File: src/rtl/spdif_i2s_tx.sv
// S/PDIF-to-I2S master transmitter: stereo FIFO, fractional-NCO bit clock,
// 64-bit-per-frame I2S serialiser with mute on decoder fault or FIFO underrun.
module spdif_i2s_tx #(
  parameter int unsigned ACC_WIDTH = 24,
  parameter int unsigned PHASE_INC = 2684355,
  parameter int unsigned FIFO_AW   = 2,
  parameter int unsigned PREFILL   = 2
) (
  input  logic               clk,
  input  logic               rst,
  input  logic [23:0]        sample_left,
  input  logic [23:0]        sample_right,
  input  logic               sample_ready,
  input  logic               fault,
  output logic               i2s_bclk,
  output logic               i2s_lrck,
  output logic               i2s_data,
  output logic [FIFO_AW:0]   fifo_level,
  output logic               underrun,
  output logic               overflow
);

  localparam int unsigned      DEPTH       = 1 << FIFO_AW;
  localparam logic [FIFO_AW:0] LVL_FULL    = (FIFO_AW + 1)'(DEPTH);
  localparam logic [FIFO_AW:0] LVL_PREFILL = (FIFO_AW + 1)'(PREFILL);

  typedef enum logic [1:0] {
    ST_MUTE,
    ST_PREFILL,
    ST_RUN
  } state_t;

  state_t               state;
  logic [ACC_WIDTH-1:0] acc;
  logic [ACC_WIDTH:0]   acc_sum;
  logic                 tick;
  logic                 fall;
  logic                 frame_end;
  logic [5:0]           bit_idx;
  logic [5:0]           bit_idx_nx;
  logic [4:0]           slot_pos;
  logic [4:0]           msb_ofs;
  logic [23:0]          left_word;
  logic [23:0]          right_word;
  logic [23:0]          cur_word;
  logic                 ser_bit;
  logic [47:0]          mem [DEPTH];
  logic [FIFO_AW-1:0]   wr_ptr;
  logic [FIFO_AW-1:0]   rd_ptr;
  logic                 push_req;
  logic                 push_ok;
  logic                 pop;
  logic                 drop;

  assign acc_sum    = {1'b0, acc} + (ACC_WIDTH + 1)'(PHASE_INC);
  assign tick       = acc_sum[ACC_WIDTH];
  assign fall       = tick & i2s_bclk;
  assign frame_end  = fall && (bit_idx == 6'd63);
  assign bit_idx_nx = bit_idx + 6'd1;

  // Bit launched at a falling edge belongs to the slot position being entered.
  always_comb begin
    slot_pos = bit_idx_nx[4:0];
    msb_ofs  = 5'd24 - slot_pos;
    cur_word = bit_idx_nx[5] ? right_word : left_word;
    ser_bit  = 1'b0;
    if (!fault && slot_pos >= 5'd1 && slot_pos <= 5'd24)
      ser_bit = cur_word[msb_ofs];
  end

  // Empty/full are judged on the registered level; a pop frees room for a same-cycle push.
  always_comb begin
    push_req = sample_ready && !fault && (state != ST_MUTE);
    pop      = 1'b0;
    if (!fault && frame_end && fifo_level != '0) begin
      if (state == ST_RUN)
        pop = 1'b1;
      else if (state == ST_PREFILL && fifo_level >= LVL_PREFILL)
        pop = 1'b1;
    end
    push_ok = push_req && ((fifo_level != LVL_FULL) || pop);
    drop    = push_req && (fifo_level == LVL_FULL) && !pop;
  end

  always_ff @(posedge clk) begin
    if (push_ok)
      mem[wr_ptr] <= {sample_right, sample_left};
  end

  always_ff @(posedge clk) begin
    if (rst) begin
      state      <= ST_MUTE;
      acc        <= '0;
      i2s_bclk   <= 1'b0;
      i2s_lrck   <= 1'b0;
      i2s_data   <= 1'b0;
      bit_idx    <= '0;
      wr_ptr     <= '0;
      rd_ptr     <= '0;
      fifo_level <= '0;
      left_word  <= '0;
      right_word <= '0;
      underrun   <= 1'b0;
      overflow   <= 1'b0;
    end else begin
      acc <= acc_sum[ACC_WIDTH-1:0];
      if (tick)
        i2s_bclk <= ~i2s_bclk;
      if (fall) begin
        bit_idx  <= bit_idx_nx;
        i2s_lrck <= bit_idx_nx[5];
        i2s_data <= ser_bit;
      end
      underrun <= 1'b0;
      overflow <= drop;

      if (fault) begin
        state      <= ST_MUTE;
        wr_ptr     <= '0;
        rd_ptr     <= '0;
        fifo_level <= '0;
        left_word  <= '0;
        right_word <= '0;
      end else begin
        if (push_ok)
          wr_ptr <= wr_ptr + FIFO_AW'(1);
        if (pop) begin
          rd_ptr                  <= rd_ptr + FIFO_AW'(1);
          {right_word, left_word} <= mem[rd_ptr];
        end
        fifo_level <= fifo_level + (FIFO_AW + 1)'(push_ok) - (FIFO_AW + 1)'(pop);
        if (frame_end) begin
          case (state)
            ST_MUTE:    state <= ST_PREFILL;
            ST_PREFILL: if (pop) state <= ST_RUN;
            ST_RUN: begin
              if (!pop) begin
                underrun   <= 1'b1;
                left_word  <= '0;
                right_word <= '0;
                state      <= ST_PREFILL;
              end
            end
            default:    state <= ST_MUTE;
          endcase
        end
      end
    end
  end

endmodule

File: config.mk
export PLATFORM = sky130hd
export DESIGN_NAME = spdif_i2s_tx
export DESIGN_NICKNAME = d
export VERILOG_FILES = /design/src/rtl/spdif_i2s_tx.sv
export SDC_FILE = /design/constraint.sdc
export NUM_CORES = 1
export LEC_CHECK = 0
export ABC_AREA = 1
export CORE_MARGIN = 1
export CORE_UTILIZATION = 35
export CTS_CLUSTER_DIAMETER = 50
export DETAILED_ROUTE_END_ITERATION = 6
export DONT_BUFFER_PORTS = 1
export GPL_ROUTABILITY_DRIVEN = 0
export PLACE_DENSITY = 0.53
export SLEW_MARGIN = 20
export SYNTH_ARGS = -nofsm -noshare
export SYNTH_HDL_FRONTEND = slang
export SYNTH_SLANG_ARGS = --single-unit
File: constraint.sdc
create_clock -name clk -period 4 [get_ports clk]
set_input_delay 0.8 -clock clk [delete_from_list [all_inputs] [get_ports clk]]
set_output_delay 0.8 -clock clk [all_outputs]
set_load 0.05 [all_outputs]
* Word level (Yosys, flattened, before mapping)
Memory sizes are Yosys's and may differ from the RTL's. A register that Yosys moved wholly into a read port is not among the register bits.
Index checks and enable logic that the tools add are counted.
Widths: inputs -> output; s select.
** Operators by class
- Bitwise logic cells :: 4
- Equality and inequality tests :: 7
- $lt $le $gt $ge :: 4
- Muxes and demuxes :: 23
- Reduce and logical (&&, ||, !) cells :: 20
- Add/subtract/negate cells :: 7
** Operators with widths (number)
- $mux 24 :: 9
- $add 24x22->25 const B :: 1
- $logic_and 1x1->1 :: 11
- $mux 1 :: 8
- $mux 2 :: 4
- $add 6x1->6 const B :: 1
- $eq 6x6->1 const B :: 1
- $lt 5x6->1 const B :: 1
- $pmux 2 s3 :: 1
- $bmux 1 s5 :: 1
- $ge 5x1->1 const B :: 1
- $le 5x5->1 const B :: 1
- $sub 5x5->5 const A :: 1
- $add 2x1->2 const B :: 2
- $ne 2x2->1 const B :: 2
- $reduce_or 4->1 :: 1
- $add 3x1->3 :: 1
- $eq 3x3->1 const B :: 1
- $ge 3x2->1 const B :: 1
- $ne 3x3->1 const B :: 1
- $not 1->1 :: 3
- $reduce_and 3->1 :: 1
- $reduce_bool 3->1 :: 1
- $sub 3x1->3 :: 1
- 8 further kinds :: 9
** Storage, ports and cells
- Memory bits (writable) :: 192
- Word-level logic and storage cells :: 79
- Flip-flop bits (word level) :: 92
- Memories :: 1
- Input bits :: 52
** Memory list
- mem :: words 4, width 48, rd ports 1, clocked after Yosys merged registers in 1, wr ports 1, line 47 : logic [47:0] mem [DEPTH];

* Longest topological paths before layout
- Word-level depth :: 10
- Mapped depth :: 21
- Mapped depth without buffers :: 21

* Least setup slack after synthesis
No wires, ideal clock.
- Path kind :: register -> register
- Start :: register acc[0]
- End :: memory mem[0][0], enable pin
- Buffers on the path :: 0
- Cell stages (with the launch flop) :: 16
- Path slack :: -260 ps
- Data required time :: 3546 ps
- Setup time :: 454 ps
- Arrival :: 3806 ps
- Path through :: dfxtp_1 > inv_1 > ha_1 > nor2_2 > nand2_1 > nor2_2 > nand2_1 > nand2_1 > nand3_1 > nand2_1 > nand2_2 > inv_4 > nand4_4 > nand2_1 > nand2_1 > nor2_1
** On the way
- Word-level cells in the longest chain between the ends :: 10
** Ends and longest elaborated chain
- from (decl) :: line 34 : logic [ACC_WIDTH-1:0] acc;
- from (signal assigned) :: line 106 : acc <= acc_sum[ACC_WIDTH-1:0];
- $add 24x22->25 :: line 55 : assign acc_sum = {1'b0, acc} + (ACC_WIDTH + 1)'(PHASE_INC);
- $and 1x1->1 :: line 57 : assign fall = tick & i2s_bclk;
- $logic_and 1x1->1 :: line 58 : assign frame_end = fall && (bit_idx == 6'd63);
- $logic_and 1x1->1 (2 in a row) :: line 75 : if (!fault && frame_end && fifo_level != '0) begin
- $mux 1 :: line 75
- $logic_or 1x1->1 :: line 81 : push_ok = push_req && ((fifo_level != LVL_FULL) || pop);
- $logic_and 1x1->1 :: line 81
- $mux 1 :: line 86 : if (push_ok)
- $mux 1 (implied by the code) :: line 87 : mem[wr_ptr] <= {sample_right, sample_left};
- to (decl) :: line 47
Every way passes these cells.

* Final worst setup path
- Start :: register acc[0]
- End :: register fifo_level[2]
** On the way
- Word-level cells in the longest chain between the ends :: 10
** Ends and longest elaborated chain
- $add 24x22->25 * :: line 55
- $and 1x1->1 * :: line 57
- $logic_and 1x1->1 * :: line 58
- $logic_and 1x1->1 * (2 in a row) :: line 75
- $mux 1 * :: line 75
- $logic_or 1x1->1 :: line 81
- $logic_and 1x1->1 :: line 81
- $add 3x1->3 :: line 131 : fifo_level <= fifo_level + (FIFO_AW + 1)'(push_ok) - (FIFO_AW + 1)'(pop);
- $sub 3x1->3 * :: line 131
- to (signal assigned) :: line 131
- to (decl) :: line 18 : output logic [FIFO_AW:0] fifo_level,
Every way passes the cells marked *; elsewhere a longest branch is shown, timed or not.
A chain may end at the register's enable or synchronous reset.

==> run metrics <==
largest area contributor in the netlist edfxtp_1; 1st-iter DRT viols 458; hpwl dp approximately 16 mm; share of cells above drive strength 1 a little under a tenth; Cell Pwr Density around 490 nW/um^2; die width 186 um; Crit path arrival time 3990 ps; Post-Syn Area around 12000 um^2; WL final 26.1 mm; Crit. End Element flop; GRT busiest layer met2; met1 Resource Use GR around a fifth; skew final 31.0 ps; hold crit path type in2reg; CP Data Required Time 4400 ps; clk buf depth 3; Yosys top cell area share roughly 48%; cts hold-fix bufs 0; all-layer global routing usage between 10% and 20%; R2R depth 21; Hold Slack 324 ps; Distinct cells, synth 42; clock root buffer clkbuf_16; Vias/cell slightly below 5; clock tree from TritonCTS yes; Die Ht 186 um; WHS Path Cells 1; ANT nets after route 0; clk slew on worst S/H paths 60 ps; final setup fails 0; 1st-pass router iterations 5; vias in the first global route 7672; # resized after CTS 0; RSZ-0062 raised after global routing false; Avg Cell Area, Syn 10.4 um^2; slew of the pin with the lowest slew margin 1010 ps; area delta synth->final 15.1%; Hold EP acc[0]; Tot Pwr 6.74 mW; Fillers 3163; ANT cells 0; VDD IR max 329 uV; TritonCTS buffer count 38; total global routing overflow 0; Mapped Nets roughly 1200; vias around 8000; Synthesis Warnings 0; post-CTS setup buffers 0; area of the multi-input gates 3590 um^2; critical path class reg2reg; Cells after Synth 1149; r2r startpoint acc[0]; Max Cap Viol 0; largest cells by area after synthesis edfxtp_1, dfxtp_1, nor2_1; critical path startpoint category flop; Final Hold Viols 0; worst skew pair latency roughly 540 ps; I/O Pins 60; Worst R2R End fifo_level[2]; status finished, final reports clean; Nets 1209; crit-path max FO 11; Die ar. between 30000 and 40000 um^2; Slew HR 32.5%; Worst R2R Setup Slack 400 ps; Min Clock Period, post-route between 3000 and 4000 ps; global-route wire length before repair 41.3 mm; Synth Register Bits about 290; # DRC 0; Hold Crit Start rst; # clock sinks 285; H-tree depth 2; Max Freq 0.278 GHz; P_leak between 5 and 6 nW; Routed WL per cell 16.1 um; IO Port Bufs 0; final period utilization about nine tenths; met3 GRT Util 3.55%; Core ar. 33400 um^2; initial antenna violation count 0; register area share after synthesis 64.1%; initial core utilization a little over a third; M2 GR Usage 24.8%; Rows between 60 and 70; area occupied by registers 7630 um^2; pins over their slew limit 0; largest net degree at the start of global routing between 90 and 100
-- power by group --
part	total (mW)	internal, mW	switching (mW)
logic	0.134	0.0443	0.0895
clock network	3.40	2.12	1.29
registers	3.21	3.18	0.0318
-- stage by stage --
stage	instances	setup TNS (ps)	area, um^2	util (%)	setup WS [ps]
final	1621	0	13700	40.9	404
after global routing	1621	0	13700	40.9	17.9
after CTS	1621	0	13700	40.9	366
after detailed placement	1554	0	12400	37.1	408
after global placement	1554	0	12400	37.1	439
after floorplan	1149	-49950	11900	-	-260
-- worst max path at each step --
stage / cells past startpoint / slack [ps] / to / from
floorplan: 15 / -260 / mem[0][0] / acc[0]
global placement: 21 / 440 / fifo_level[2] / acc[0]
detailed placement: 21 / 410 / fifo_level[2] / acc[0]
CTS: 21 / 370 / fifo_level[2] / acc[0]
global route: 21 / 20 / fifo_level[2] / acc[0]
finish: 21 / 400 / fifo_level[2] / acc[0]
-- metal layers --
metal,share of wire [%],vias up
li1,-,3990
met2,47,142
met5,0,-
met3,4.6,51
met1,46,3743
met4,2.5,0
-- state kept, by name (all words and copies together), names as in the netlist, named ones only --
name        cells
acc            24
bit_idx         5
fifo_level      3
i2s_bclk        1
i2s_data        1
i2s_lrck        1
left_word      24
mem           192
overflow        1
rd_ptr          2
right_word     24
state           2
underrun        1
wr_ptr          2
-- synth_stat cells --
library cell / n
nor2_1: 196
edfxtp_1: 192
nand2_1: 164
inv_1: 109
dfxtp_1: 93
o21ai_0: 83
o32ai_1: 48
clkbuf_1: 41
o211ai_1: 41
a21oi_1: 39
nand3_1: 33
o21ai_1: 19
ha_1: 10
o211ai_2: 10
buf_1: 8
nor3_1: 8
buf_6: 6
xor2_1: 5
inv_2: 4
nor2_2: 4
buf_2: 3
o21bai_1: 3
xnor2_1: 3
a31oi_1: 2
buf_4: 2
clkinv_1: 2
nand2_2: 2
nand4_1: 2
nor2_4: 2
o21a_1: 2
o31ai_1: 2
a21boi_1: 1
a21o_1: 1
a311oi_1: 1
and2_1: 1
fa_1: 1
inv_4: 1
nand4_4: 1
nor3b_1: 1
o2111ai_1: 1
o21ai_2: 1
or2_1: 1
-- cells by family after synthesis --
family                   count (synthesis)  synth area share [%]
buffers and inverters                  176                  6.05
adder cells (fa/ha/maj)                 11                  1.22
flip-flops                             285                  64.1
XOR/XNOR                                 8                 0.589
AND/OR/NAND/NOR                        415                  14.0
AO/OA/AOI/OAI                          254                  14.0
-- cell type report --
cell class              count  area share (%)
flip-flops and latches    285            55.7
clock buffers              44            7.18
repair buffers             17            1.39
clock inverters            23            2.24
well taps                 448            4.09
multi-input cells         688            26.2
inverters                 116            3.20
-- placed cells by master (no fill, tap or decap), types with 12 or more instances in the layout --
cell,count
nand3_1,33
inv_1,109
clkbuf_16,38
nor2_1,191
buf_4,12
nand2_1,164
o32ai_1,48
o21ai_0,83
o21ai_1,19
dfxtp_1,91
edfxtp_1,192
a21oi_1,39
o211ai_1,41
-- worst max-delay path, cell delays in order (launching register included) --
cell and delay, ps:
dfxtp_1 340, inv_1 50, ha_1 220, nor2_2 130, nand2_1 70, nor2_2 100, nand2_1 120, nand2_1 130
nand3_1 80, nand2_1 110, nand2_2 160, inv_4 160, nand4_4 90, nand2_1 140, nand2_1 320, ha_1 410
inv_1 50, ha_1 130, inv_1 50, fa_1 370, xnor2_1 160, nor2_1 50
(Power assumes the default switching activity.)
